## src/rtl/spi_frame_tx.sv

```systemverilog
// spi_frame_tx: serializes a header word plus four 14-bit channel samples per frame
// onto a cs-framed SPI link (sck idle low, data changes on falling edges).
module spi_frame_tx #(
  parameter int unsigned DIV    = 2,
  parameter int unsigned CS_GAP = 4,
  parameter logic [13:0] HEADER = 14'h0FFF
) (
  input  logic        clk,
  input  logic        rstn,
  input  logic        s_valid,
  output logic        s_ready,
  input  logic [13:0] ch1,
  input  logic [13:0] ch2,
  input  logic [13:0] ch3,
  input  logic [13:0] ch4,
  output logic        sck,
  output logic        mosi,
  output logic        cs,
  output logic        busy,
  output logic        frame_done,
  output logic        collision
);

  localparam int unsigned      DIV_W    = $clog2(DIV + 1);
  localparam int unsigned      GAP_W    = $clog2(CS_GAP + 1);
  localparam logic [DIV_W-1:0] DIV_LAST = DIV_W'(DIV - 1);
  localparam logic [GAP_W-1:0] GAP_LAST = GAP_W'(CS_GAP - 1);
  localparam logic [3:0]       BIT_LAST = 4'd13;
  localparam logic [2:0]       IDX_LAST = 3'd4;

  typedef enum logic [1:0] {
    ST_IDLE  = 2'd0,
    ST_SHIFT = 2'd1,
    ST_GAP   = 2'd2,
    ST_DONE  = 2'd3
  } state_t;

  function automatic logic hits_header(input logic [13:0] v);
    return (v == HEADER);
  endfunction

  // A sample that would alias the header is nudged by one LSB so the receiver
  // can never mis-frame on payload data.
  function automatic logic [13:0] clamp_sample(input logic [13:0] v);
    logic [13:0] r;
    if (v == HEADER) begin
      r = HEADER ^ 14'h0001;
    end else begin
      r = v;
    end
    return r;
  endfunction

  state_t             state_r, state_s;
  logic [2:0]         idx_r, idx_s;
  logic [3:0]         bit_r, bit_s;
  logic [DIV_W-1:0]   div_r, div_s;
  logic [GAP_W-1:0]   gap_r, gap_s;
  logic               sck_r, sck_s;
  logic               mosi_r, mosi_s;
  logic               cs_r, cs_s;
  logic               s_ready_r, s_ready_s;
  logic               busy_r, busy_s;
  logic               frame_done_r, frame_done_s;
  logic               collision_r, collision_s;
  logic [3:0][13:0]   hold_r;
  logic               load_s;
  logic               accept_s;
  logic               clamp_any_s;
  logic [13:0]        cur_word_s;
  logic [13:0]        next_word_s;

  assign accept_s    = s_valid && s_ready_r && ((state_r == ST_IDLE) || (state_r == ST_DONE));
  assign clamp_any_s = hits_header(ch1) | hits_header(ch2) | hits_header(ch3) | hits_header(ch4);

  // Word being shifted now, and the word the next SHIFT entry loads.
  always_comb begin
    cur_word_s  = HEADER;
    next_word_s = HEADER;
    case (idx_r)
      3'd0: begin
        cur_word_s  = HEADER;
        next_word_s = hold_r[0];
      end
      3'd1: begin
        cur_word_s  = hold_r[0];
        next_word_s = hold_r[1];
      end
      3'd2: begin
        cur_word_s  = hold_r[1];
        next_word_s = hold_r[2];
      end
      3'd3: begin
        cur_word_s  = hold_r[2];
        next_word_s = hold_r[3];
      end
      3'd4: begin
        cur_word_s  = hold_r[3];
        next_word_s = HEADER;
      end
      default: begin
        cur_word_s  = HEADER;
        next_word_s = HEADER;
      end
    endcase
  end

  // Next-state and next-output logic for the frame sequencer.
  always_comb begin
    state_s      = state_r;
    idx_s        = idx_r;
    bit_s        = bit_r;
    div_s        = div_r;
    gap_s        = gap_r;
    sck_s        = sck_r;
    mosi_s       = mosi_r;
    cs_s         = cs_r;
    s_ready_s    = s_ready_r;
    busy_s       = busy_r;
    frame_done_s = 1'b0;
    collision_s  = 1'b0;
    load_s       = 1'b0;
    case (state_r)
      ST_IDLE, ST_DONE: begin
        if (accept_s) begin
          state_s     = ST_SHIFT;
          idx_s       = 3'd0;
          bit_s       = 4'd0;
          div_s       = '0;
          gap_s       = '0;
          sck_s       = 1'b0;
          mosi_s      = HEADER[13];
          cs_s        = 1'b0;
          s_ready_s   = 1'b0;
          busy_s      = 1'b1;
          collision_s = clamp_any_s;
          load_s      = 1'b1;
        end else begin
          state_s   = ST_IDLE;
          sck_s     = 1'b0;
          mosi_s    = 1'b0;
          cs_s      = 1'b1;
          s_ready_s = 1'b1;
          busy_s    = 1'b0;
        end
      end
      ST_SHIFT: begin
        if (div_r == DIV_LAST) begin
          div_s = '0;
          if (!sck_r) begin
            sck_s = 1'b1;
          end else if (bit_r == BIT_LAST) begin
            // Last falling edge closes the word together with cs.
            sck_s   = 1'b0;
            cs_s    = 1'b1;
            mosi_s  = 1'b0;
            gap_s   = '0;
            state_s = ST_GAP;
          end else begin
            sck_s  = 1'b0;
            bit_s  = bit_r + 4'd1;
            mosi_s = cur_word_s[4'd12 - bit_r];
          end
        end else begin
          div_s = div_r + 1'b1;
        end
      end
      ST_GAP: begin
        if (gap_r == GAP_LAST) begin
          gap_s = '0;
          if (idx_r < IDX_LAST) begin
            idx_s   = idx_r + 3'd1;
            bit_s   = 4'd0;
            div_s   = '0;
            sck_s   = 1'b0;
            cs_s    = 1'b0;
            mosi_s  = next_word_s[13];
            state_s = ST_SHIFT;
          end else begin
            state_s      = ST_DONE;
            frame_done_s = 1'b1;
            busy_s       = 1'b0;
            s_ready_s    = 1'b1;
          end
        end else begin
          gap_s = gap_r + 1'b1;
        end
      end
      default: begin
        state_s   = ST_IDLE;
        sck_s     = 1'b0;
        mosi_s    = 1'b0;
        cs_s      = 1'b1;
        s_ready_s = 1'b0;
        busy_s    = 1'b0;
      end
    endcase
  end

  // Sequencer state, counters and registered serial/handshake outputs.
  always_ff @(posedge clk or negedge rstn) begin
    if (!rstn) begin
      state_r      <= ST_IDLE;
      idx_r        <= 3'd0;
      bit_r        <= 4'd0;
      div_r        <= '0;
      gap_r        <= '0;
      sck_r        <= 1'b0;
      mosi_r       <= 1'b0;
      cs_r         <= 1'b1;
      s_ready_r    <= 1'b0;
      busy_r       <= 1'b0;
      frame_done_r <= 1'b0;
      collision_r  <= 1'b0;
    end else begin
      state_r      <= state_s;
      idx_r        <= idx_s;
      bit_r        <= bit_s;
      div_r        <= div_s;
      gap_r        <= gap_s;
      sck_r        <= sck_s;
      mosi_r       <= mosi_s;
      cs_r         <= cs_s;
      s_ready_r    <= s_ready_s;
      busy_r       <= busy_s;
      frame_done_r <= frame_done_s;
      collision_r  <= collision_s;
    end
  end

  // Holding registers capture the clamped sample set on acceptance.
  always_ff @(posedge clk or negedge rstn) begin
    if (!rstn) begin
      hold_r <= '0;
    end else if (load_s) begin
      hold_r <= {clamp_sample(ch4), clamp_sample(ch3), clamp_sample(ch2), clamp_sample(ch1)};
    end
  end

  assign sck        = sck_r;
  assign mosi       = mosi_r;
  assign cs         = cs_r;
  assign s_ready    = s_ready_r;
  assign busy       = busy_r;
  assign frame_done = frame_done_r;
  assign collision  = collision_r;

endmodule

```

## config.mk

```make
export PLATFORM = sky130hd
export DESIGN_NAME = spi_frame_tx
export DESIGN_NICKNAME = d
export VERILOG_FILES = /design/src/rtl/spi_frame_tx.sv
export SDC_FILE = /design/constraint.sdc
export NUM_CORES = 1
export LEC_CHECK = 0
export CORE_UTILIZATION = 58
export DETAILED_ROUTE_END_ITERATION = 12
export PLACE_DENSITY = 0.86
export SYNTH_ARGS = -nofsm -noshare
export SYNTH_HDL_FRONTEND = slang
export SYNTH_SLANG_ARGS = --single-unit
```

## constraint.sdc

```tcl
create_clock -name clk -period 3.9 [get_ports clk]
set_input_delay 0.585 -clock clk [delete_from_list [all_inputs] [get_ports clk]]
set_output_delay 0.585 -clock clk [all_outputs]
set_load 0.005 [all_outputs]
```

# After elaboration in Yosys (flattened, before gate mapping)
# Cells that the tools add are included.
[word_totals]
reg_bits = 77
inputBits = 59
word_cells = 129
out_inout_bits = 7
[op_classes]
n_eq_ne = 22
n_addsub = 5
n_reduce_logical = 16
n_lt_le_gt_ge = 2
muxes = 65
n_bitwise = 3
[op_table]
columns = ["op", "count"]
rows = [
  ["case mux 14 bit (4 select lines)", 2],
  ["== test 14 x 12 -> 1 bit (second input constant)", 4],
  ["2-to-1 mux 14 bit", 4],
  ["2-to-1 mux 1 bit", 26],
  ["2-to-1 mux 4 bit", 6],
  ["2-to-1 mux 3 bit", 7],
  ["2-to-1 mux 2 bit", 9],
  ["inequality test 2 bit (second input constant)", 8],
  ["AND reduction 4 bit", 4],
  ["case mux 2 bit (3 select lines)", 2],
  ["case mux 4 bit (3 select lines)", 1],
  ["== test 3 x 2 -> 1 bit (second input constant)", 3],
  ["case mux 1 bit (3 select lines)", 3],
  ["case mux 3 bit (3 select lines)", 1],
  ["AND reduction 3 bit", 3],
  ["adder 3 x 1 -> 3 bit (second input constant)", 2],
  ["case mux 3 bit (2 select lines)", 1],
  ["AND reduction 6 bit", 1],
  ["less-than comparator 4 x 5 -> 1 bit (second input constant)", 1],
  ["AND reduction 5 bit", 1],
  ["adder 4 x 1 -> 4 bit (second input constant)", 1],
  ["binary-select mux 1 bit (select 4 bit)", 1],
  ["== test 2 x 1 -> 1 bit (second input constant)", 2],
  ["== test 2 bit (second input constant)", 2],
  ["other kinds (14)", 18],
]

# Longest topological paths before layout
[depth]
word_depth = 8
mapped_depth = 10
depth_no_buf = 8

# Worst setup path after synthesis
# No wires, ideal clock.
[synth_timing]
kind = "register to register"
startpoint = "register idx_r[0]"
endpoint = "register mosi_r (netlist: mosi)"
setup_time_ns = 0.130
arrival_ns = 1.942
path_slack_ns = 1.828
t_required_ns = 3.770
stages_incl_launch_ff = 11
path_cell_list = "dfrtp_1 inv_1 ha_1 buf_6 and2_4 buf_6 a221o_2 a221oi_1 o41ai_1 o32ai_1 o31ai_1"
[synth_via]
elab_chain_cells = 8
[synth_rtl]
columns = ["item", "line_no", "source"]
rows = [
  ["start: declaration", "55", "logic [2:0] idx_r, idx_s;"],
  ["start signal: assignment", "217", "idx_r <= idx_s;"],
  ["== test 3 bit (tied with other cells)", "80", "case (idx_r)"],
  ["case mux 14 bit (4 select lines)", "80", ""],
  ["binary-select mux 1 bit (select 4 bit)", "162", "mosi_s = cur_word_s[4'd12 - bit_r];"],
  ["2-to-1 mux 1 bit (implied by the code)", "162", ""],
  ["2-to-1 mux 1 bit", "152", "end else if (bit_r == BIT_LAST) begin"],
  ["2-to-1 mux 1 bit", "150", "if (!sck_r) begin"],
  ["2-to-1 mux 1 bit", "148", "if (div_r == DIV_LAST) begin"],
  ["case mux 1 bit (3 select lines)", "123", "case (state_r)"],
  ["end signal: assignment", "222", "mosi_r <= mosi_s;"],
  ["end: declaration", "60", "logic mosi_r, mosi_s;"],
]
# Parallel ways exist; a longest one is shown, timed or not. The select of a mux whose other input is x is not followed.
# A chain may end at the register's enable or synchronous reset.

# Final worst setup path
[layout_timing]
startpoint = "register idx_r[2]"
endpoint = "register mosi_r (netlist: mosi)"
# Same word-level chain as after synthesis.

==> results.ini <==
[place]
place_hpwl_um = 7310
place_congestion = 0.898
portBuffers = 65
dp_cells = 588
pre_cts_ws_ns = 1.47
place_area_um2 = 4610

[synth]
ys_async_sr_fraction = 1.00
synth_edf_count = 0
synth_top_family_by_area = simple AND/OR/NAND/NOR gates
ys_ff_latch = 77
synthAdderAreaFrac = 0.0347
synth-simple-area-share = 0.274
ys_seq_area_frac = 0.486
yosys_warnings = 0
ys_types = 50
synth_nets = 539
synth_top_area_frac = 0.479
synth_mux_area_frac = 0.0107
synth_area_um2 = 3970
synthesis.instances = 469
yosysTopAreaCell = dfrtp_1
syn_area_per_cell_um2 = 8.46
synth_area_leaders = dfrtp_1 (48%), nand2_1 (18%), ha_1 (3.5%)
synth_xor_xnor_area_share = 0
ys.flop_type = dfrtp_1
synth-compound-area-share = 0.152

[drt]
drc = 0
drt_first_iter_violations = 374
avgViaCountPerCell = 5.99
wl_per_cell_um = 16.7
drtPass1Iterations = 7
postRouteAntennaNets = 0
vias = 3616
routed_wl_um = 10100

[clock_tree]
cts_resized = 0
cts_buffers = 9
cts_tree = yes
clkTransAtPathRegs_ns = 0.08
htreeDepth = 3
clock-sinks = 77
clock_latency_ns = 0.35
post_cts_buffers = 0
cts_hold_buffers = 0
cts_root_buf = clkbuf_8
clockBufferDepth = 2

[timing]
fin_ws_ns = 1.39
tightest_slew_ns = 1.15
finalSetupTns_ns = 0
fin_skew_ns = 0.00850
finalMaxSlewViolations = 0
setup_viol = 0
final_hold_viol_count = 0
slew_headroom = 0.235
finalCriticalPeriod_ns = 2.51
max_freq_ghz = 0.399
fin_crit_sh = 0.643
rsz0062_at_grt = false

[power]
vdd_drop_max_mv = 0.206
power.share.clock = 0.382
sw_frac_of_total = 0.223
p_comb_frac = 0.062
seq_power_share = 0.556
p_leak_nw = 2.33
p_per_area_nw_per_um2 = 300
switching_power_w = 0.000320
p_int_w = 0.00112

[finish]
stdcell_count = 604
diodes = 0
area_delta_synth_final_pct = 20.8
fillers = 511
design_area_um2 = 4790
nets = 592
drive_gt1_frac = 0.0645

[global_routing]
antenna_found_initial = 0
overflow = 0
grt_max_degree = 57
grt_pass1_wl_um = 16800
grt_pass1_vias = 3467
grtUsageTotal = 0.303

[hold_path]
hold_class = in2async

[flow_run]
cap_violations = 0

[floorplan]
fp.dieArea_um2 = 7170
io-pin-count = 66
fp-row-count = 29
die_w_um = 84.7
die_y_um = 84.7
core-area_um2 = 6460
start_util = 0.614

[critical_path]
critPathRequiredTime_ns = 4.12
r2r-start = idx_r[2]$_DFFE_PN0P_
cp_max_fo = 15
end_kind = flop
crit_type = reg2reg
crit_start = idx_r[2]$_DFFE_PN0P_
startpoint_type = flop
arrival_ns = 2.73

[run_status]
outcome = finished clean

[layer usage]
metal | part of all wire | track usage | vias to the layer above
met3 | 0.053 | 0.0639 | 28
li1 | - | - | 1725
met5 | 0 | 0 | -
met4 | 0.027 | 0.102 | 0
met2 | 0.48 | 0.497 | 135
met1 | 0.44 | 0.404 | 1728
[stage by stage]
stage          hold slack (ns)  power (W)  utilization
2_1_floorplan            0.289   0.000819            -
3_3_place_gp             0.458   0.000902        0.714
3_5_place_dp             0.463   0.000903        0.714
4_1_cts                  0.482    0.00144        0.742
5_1_grt                  0.500    0.00148        0.742
6_report                 0.459    0.00144        0.742
[critical path, stage by stage (launching register included)]
cell,delay [ns]
dfrtp_1,0.60
inv_2,0.17
ha_1,0.41
a221o_2,0.45
a221oi_1,0.35
o41ai_1,0.14
o32ai_1,0.14
o31ai_1,0.12
[power groups by stage]
stage                     Combinational [W]  Sequential [W]  Clock (W)
after detailed placement          0.0000890        0.000814          0
after floorplan                  0.00000530        0.000814          0
after CTS                         0.0000893        0.000798   0.000551
after global placement            0.0000887        0.000814          0
final                             0.0000889        0.000798   0.000549
after global routing              0.0000975        0.000798   0.000586
[Yosys cell counts, drive strengths merged, types with 10 or more instances]
library cell	n
clkbuf	14
a21oi	15
nand2	190
buf	11
nor2	13
nand3	15
dfrtp	76
ha	11
a221o	10
o21ai	14
inv	14
[area by class of cell]
class | instances | area [um2] | share of cell area
Clock buffer | 12 | 155 | 0.0324
Sequential cell | 77 | 1930 | 0.402
Timing Repair Buffer | 67 | 661 | 0.138
Multi-Input combinational cell | 353 | 1880 | 0.392
Inverter | 14 | 52.6 | 0.0110
Clock inverter | 4 | 22.5 | 0.00470
Tap cell | 77 | 96.3 | 0.0201
[placed cells by master, fill, tap and decap left out, drive strengths merged, types with 3 or more instances in the layout]
cell type,count
dfrtp,76
inv,14
a21oi,15
clkdlybuf4s50,64
nand3,15
o21a,5
o2111ai,3
nor2,13
nand4,7
nand4b,6
o21ai,14
nor4,6
a221o,10
nand2b,6
o22ai,4
a22oi,7
nor3,7
ha,11
clkbuf,12
buf,3
nand2,190
clkinv,3
a221oi,7
[worst paths after layout]
path	slack, ns	endpoint	cells past startpoint
max	1.39	mosi$_DFFE_PN0P_	7
min	0.46	hold_r[34]$_DFFE_PN0P_	1
max reg2reg	1.39	mosi$_DFFE_PN0P_	7
min reg2reg	0.48	hold_r[22]$_DFFE_PN0P_	2
max in group asynchronous	2.49	hold_r[17]$_DFFE_PN0P_	2
min in group clk	0.48	hold_r[22]$_DFFE_PN0P_	2
[cells by family (layout without fill, tap and decap cells)]
| group | after synthesis | count (layout) |
|---|---|---|
| AO/OA/AOI/OAI | 82 | 82 |
| adder cells (fa/ha/maj) | 11 | 11 |
| buffers and inverters | 39 | 97 |
| flip-flops | 77 | 77 |
| multiplexers | 4 | 4 |
| AND/OR/NAND/NOR | 256 | 256 |
[state kept, by name, indices dropped and copies added (netlist names), 2 cells and up]
name,cells
gap_r,3
idx_r,3
hold_r,56
div_r,2
state_r,2
bit_r,4
(Power assumes the default switching activity.)
